File: config.mk
export PLATFORM = sky130hd
export DESIGN_NAME = alu_pipe
export DESIGN_NICKNAME = d
export VERILOG_FILES = /design/src/rtl/alu_pipe.sv
export SDC_FILE = /design/constraint.sdc
export NUM_CORES = 1
export LEC_CHECK = 0
export BUFFER_PORTS_ARGS = -buffer_cell sky130_fd_sc_hd__buf_2
export CAP_MARGIN = 5
export CORE_UTILIZATION = 30
export DETAILED_ROUTE_END_ITERATION = 10
export PLACE_DENSITY = 0.55
export SETUP_SLACK_MARGIN = 0.3
export SYNTH_ARGS = -nofsm -noshare
export SYNTH_HDL_FRONTEND = slang
export SYNTH_SLANG_ARGS = --single-unit
File: constraint.sdc
create_clock -name clk -period 10.83 [get_ports clk]
set_clock_uncertainty 0.05 [all_clocks]
set_input_delay 3.249 -clock clk [delete_from_list [all_inputs] [get_ports clk]]
set_output_delay 3.249 -clock clk [all_outputs]
set_load 0.02 [all_outputs]
File: src/rtl/alu_pipe.sv
// ============================================================================
// Module   : alu_pipe
// Brief    : Registered ALU with valid/ready handshakes, Z/C/N/V flags and a
//            multi-cycle shift-add multiplier.
// Revision : 1.0 - initial release
// ============================================================================
`default_nettype none

module alu_pipe #(
    parameter int WIDTH = 8,
    parameter int SHW   = $clog2(WIDTH)
) (
    input  logic             clk,
    input  logic             rst,
    input  logic             in_valid,
    output logic             in_ready,
    input  logic [3:0]       op,
    input  logic [WIDTH-1:0] a,
    input  logic [WIDTH-1:0] b,
    input  logic             carry_in,
    output logic             out_valid,
    input  logic             out_ready,
    output logic [WIDTH-1:0] out,
    output logic             flag_zero,
    output logic             flag_carry,
    output logic             flag_neg,
    output logic             flag_ovf,
    output logic             err
);

    localparam int         CW     = $clog2(WIDTH);
    localparam int         M      = WIDTH - 1;
    localparam logic [0:0] S_IDLE = 1'b0;
    localparam logic [0:0] S_MUL  = 1'b1;

    localparam logic [3:0] OP_ADD = 4'h0, OP_SUB = 4'h1, OP_INC = 4'h2, OP_DEC = 4'h3;
    localparam logic [3:0] OP_AND = 4'h4, OP_OR  = 4'h5, OP_XOR = 4'h6, OP_NOT = 4'h7;
    localparam logic [3:0] OP_SHL = 4'h8, OP_SHR = 4'h9, OP_ASR = 4'hA, OP_ADC = 4'hB;
    localparam logic [3:0] OP_MUL = 4'hC;

    logic [0:0]         r_state;
    logic [2*WIDTH-1:0] r_mcand;
    logic [WIDTH-1:0]   r_mplier;
    logic [2*WIDTH-1:0] r_prod;
    logic [CW-1:0]      r_cnt;

    logic [WIDTH-1:0]   w_addb;
    logic               w_addc;
    logic [WIDTH:0]     w_sum;
    logic [WIDTH:0]     w_diff;
    logic [SHW-1:0]     w_sh;
    logic [WIDTH:0]     w_shl;
    logic [WIDTH:0]     w_shr;
    logic [WIDTH:0]     w_asr;
    logic [WIDTH-1:0]   w_res;
    logic               w_c;
    logic               w_v;
    logic               w_err;
    logic               w_accept;
    logic               w_mul_done;
    logic [2*WIDTH-1:0] w_prod_next;

    assign in_ready   = (r_state == S_IDLE) && (!out_valid || out_ready);
    assign w_accept   = in_valid && in_ready;
    assign w_mul_done = (r_state == S_MUL) && (r_cnt == '0);

    // INC/DEC reuse the adder/subtractor with a constant second operand
    assign w_addb = (op == OP_INC || op == OP_DEC) ? WIDTH'(1) : b;
    assign w_addc = (op == OP_ADC) ? carry_in : 1'b0;
    assign w_sum  = {1'b0, a} + {1'b0, w_addb} + {{WIDTH{1'b0}}, w_addc};
    assign w_diff = {1'b0, a} - {1'b0, w_addb};

    // One guard bit below/above the operand catches the last bit shifted out
    assign w_sh  = b[SHW-1:0];
    assign w_shl = {1'b0, a} << w_sh;
    assign w_shr = {a, 1'b0} >> w_sh;
    assign w_asr = $unsigned($signed({a, 1'b0}) >>> w_sh);

    assign w_prod_next = r_prod + (r_mplier[0] ? r_mcand : '0);

    always_comb begin
        w_res = '0;
        w_c   = 1'b0;
        w_v   = 1'b0;
        w_err = 1'b0;
        case (op)
            OP_ADD, OP_INC, OP_ADC: begin
                w_res = w_sum[M:0];
                w_c   = w_sum[WIDTH];
                w_v   = (a[M] == w_addb[M]) && (w_sum[M] != a[M]);
            end
            OP_SUB, OP_DEC: begin
                w_res = w_diff[M:0];
                w_c   = w_diff[WIDTH];
                w_v   = (a[M] != w_addb[M]) && (w_diff[M] != a[M]);
            end
            OP_AND: w_res = a & b;
            OP_OR:  w_res = a | b;
            OP_XOR: w_res = a ^ b;
            OP_NOT: w_res = ~a;
            OP_SHL: begin
                w_res = w_shl[M:0];
                w_c   = w_shl[WIDTH];
            end
            OP_SHR: begin
                w_res = w_shr[WIDTH:1];
                w_c   = w_shr[0];
            end
            OP_ASR: begin
                w_res = w_asr[WIDTH:1];
                w_c   = w_asr[0];
            end
            OP_MUL: w_res = '0;
            default: w_err = 1'b1;
        endcase
    end

    always_ff @(posedge clk) begin
        if (rst) begin
            r_state    <= S_IDLE;
            r_mcand    <= '0;
            r_mplier   <= '0;
            r_prod     <= '0;
            r_cnt      <= '0;
            out_valid  <= 1'b0;
            out        <= '0;
            flag_zero  <= 1'b0;
            flag_carry <= 1'b0;
            flag_neg   <= 1'b0;
            flag_ovf   <= 1'b0;
            err        <= 1'b0;
        end else begin
            if (r_state == S_IDLE) begin
                if (w_accept && op == OP_MUL) begin
                    r_state  <= S_MUL;
                    r_mcand  <= {{WIDTH{1'b0}}, a};
                    r_mplier <= b;
                    r_prod   <= '0;
                    r_cnt    <= CW'(WIDTH - 1);
                end
            end else begin
                r_prod   <= w_prod_next;
                r_mcand  <= r_mcand << 1;
                r_mplier <= r_mplier >> 1;
                r_cnt    <= r_cnt - 1'b1;
                if (r_cnt == '0) begin
                    r_state <= S_IDLE;
                end
            end

            if (w_accept && op != OP_MUL) begin
                out_valid  <= 1'b1;
                out        <= w_res;
                flag_zero  <= !w_err && (w_res == '0);
                flag_carry <= w_c;
                flag_neg   <= w_res[M];
                flag_ovf   <= w_v;
                err        <= w_err;
            end else if (w_mul_done) begin
                out_valid  <= 1'b1;
                out        <= w_prod_next[M:0];
                flag_zero  <= (w_prod_next[M:0] == '0);
                flag_carry <= |w_prod_next[2*WIDTH-1:WIDTH];
                flag_neg   <= w_prod_next[M];
                flag_ovf   <= 1'b0;
                err        <= 1'b0;
            end else if (out_valid && out_ready) begin
                out_valid <= 1'b0;
            end
        end
    end

endmodule

`default_nettype wire

==> impl_metrics.json <==
{
  "io_buffers": 39,
  "synthCells": 699,
  "num_antenna_cells": 0,
  "fin_cells": 938,
  "netlist_area_sq_um": 5200,
  "multi_input_area_sq_um": 3730,
  "cp_max_fo": 3,
  "clk_latency_ns": 0.33,
  "ys_types": 71,
  "place_inst": 923,
  "grt_use_total": 0.166,
  "synth_edf_count": 0,
  "min_from": "flag_ovf$_SDFFE_PP0P_",
  "drc": 0,
  "area_growth_pct": 12.2,
  "post-route-period-util": 0.656,
  "layout_commonest_cell": "nor2_1",
  "slew_headroom": 0.421,
  "end_kind": "output port",
  "yosys_warnings": 0,
  "hold_viol_final": 0,
  "hold_class": "reg -> reg",
  "reg2reg_from": "r_mplier[0]$_SDFFE_PP0P_",
  "whs_endpoint": "flag_ovf$_SDFFE_PP0P_",
  "startpoint": "out_ready",
  "total_power_mw": 0.632,
  "drt_wl_total_mm": 14.3,
  "grt_pass1_wl_mm": 23.7,
  "postLayoutCoreUtil": 0.348,
  "die_w_um": 134,
  "finalSetupTns_ns": 0,
  "holdPathStages": 2,
  "rows": 47,
  "rrSetupSlack_ns": 7.29,
  "synthArstFlopShare": 0,
  "wire_per_inst_um": 15.2,
  "cts_buffers": 9,
  "gp_congestion": 0.903,
  "fin_crit_ns": 7.10,
  "yosysSeqAreaShare": 0.219,
  "path_class": "in -> out",
  "drt_iter0_markers": 351,
  "antenna_left": 0,
  "power.density_nw_per_um2": 108,
  "vias_per_cell": 5.18,
  "final_cell_mix": "nor2_1 (118), a21oi_1 (68), nand2_1 (60)",
  "ctsResizeCount": 0,
  "whs_ns": 0.426,
  "maxSlewViolCount": 0,
  "grt_pass1_vias": 4404,
  "grt-ovfl-total": 0,
  "drive_gt1_frac": 0.104,
  "antenna_found_initial": 0,
  "syn-num-nets": 778,
  "critPathSlowestCell": "buf_2",
  "cts.clk_slew.worst_paths_ns": 0.05,
  "htreeDepth": 3,
  "slowest_delay_ns": 0.20,
  "worstSetupStartpointType": "input port",
  "max_freq_mhz": 141,
  "num-fill-cells": 1794,
  "leakage_nw": 2.70,
  "core_area_sq_um": 16800,
  "ir_worst_vdd_mv": 0.0543,
  "die_height_um": 134,
  "critPathArrivalTime_ns": 3.80,
  "final_nets": 793,
  "cp.required_ns": 7.53,
  "setup_violations": 0,
  "seq_area_sq_um": 1140,
  "rr_endpoint": "flag_carry$_SDFFE_PP0P_",
  "grt_max_degree": 86,
  "dieArea_sq_um": 17900,
  "synth.avg_cell_area_sq_um": 7.44,
  "reg2reg_depth": 11,
  "ys_ff_latch": 57,
  "path_common_cell": "buf_2",
  "dp_hpwl_mm": 10.4,
  "root_buffer": "clkbuf_16",
  "outcome": "finished clean",
  "tritoncts": "done",
  "vias": 4861,
  "synth_ff_type": "dfxtp_1",
  "cts_setup_buffers": 0,
  "rsz0062_at_grt": "false",
  "clockBufferDepth": 2,
  "cap_violations": 0,
  "hold_buffers": 0,
  "worst_slew_pin_slew_ns": 0.862,
  "io_pins": 40,
  "cts.sinks": 57,
  "first_pass_iters": 4,
  "initial_utilization": 0.310,
  "path_cells": "buf_2 > nor2b_1 > nor2_1 > buf_2"
}
routing by layer:
layer  up-vias  wire length [um]  global-route usage
li1       2511                 -                   -
met1      2213              7480               0.247
met2       126              5810               0.241
met3        11               802              0.0354
met4         0               180              0.0354
met5         -                 0                   0
how the worst max path moves through the flow:
stage	to	cells after the start
after global routing	in_ready	4
final	in_ready	4
after CTS	in_ready	4
after global placement	in_ready	4
after floorplan	in_ready	2
after detailed placement	in_ready	4
area by class of cell:
cell class	instances	area share
well taps	220	0.0472
flip-flops and latches	57	0.196
clock buffers	12	0.0440
repair buffers	43	0.0386
inverters	45	0.0289
clock inverters	3	0.00686
multi-input cells	558	0.639
Yosys cell counts, drive strengths merged, types with 12 or more instances:
cell | instances | area (sq um)
o21ai | 23 | 119
nor3 | 17 | 85.1
ha | 50 | 626
dfxtp | 57 | 1140
inv | 45 | 169
mux2i | 27 | 270
a211oi | 19 | 143
nand2 | 60 | 225
a21oi | 68 | 340
nand3 | 12 | 60.1
and2 | 19 | 119
nor2 | 118 | 443
clkbuf | 27 | 101
where the power goes:
part | total, mW | internal, mW | switching, mW
sequential | 0.218 | 0.215 | 0.00252
combinational | 0.132 | 0.0477 | 0.0842
clock | 0.282 | 0.188 | 0.0941
total | 0.632 | 0.451 | 0.181
kinds of logic (layout without fill, tap and decap cells):
logic type	count (synthesis)	after routing	share of synthesized area
xor gates and xnor gates	15	15	0.0267
adders and majority gates	54	54	0.136
and+or+nand+nor	268	268	0.236
muxes	37	37	0.0845
DFF	57	57	0.219
buffers and inverters	84	103	0.0640
AOI/OAI and AO/OA	184	184	0.233
state kept, by name (all words and copies together) (netlist names):
name        flops
r_mcand        16
r_prod         16
out             8
r_mplier        8
r_cnt           3
err             1
flag_carry      1
flag_ovf        1
flag_zero       1
out_valid       1
r_state         1
critical path, delay by kind of cell:
| family | cells | cell delay (ns) |
|---|---|---|
| buf+inv | 2 | 0.29 |
| simple gates | 2 | 0.26 |
per-stage QoR:
step                instance area [sq um]  setup slack [ns]
detailed placement                   5540              3.70
floorplan                            5200              3.91
CTS                                  5840              3.69
global route                         5840              3.66
global placement                     5540              3.69
finish                               5840              3.73
Power figures use the tool's default switching activity.
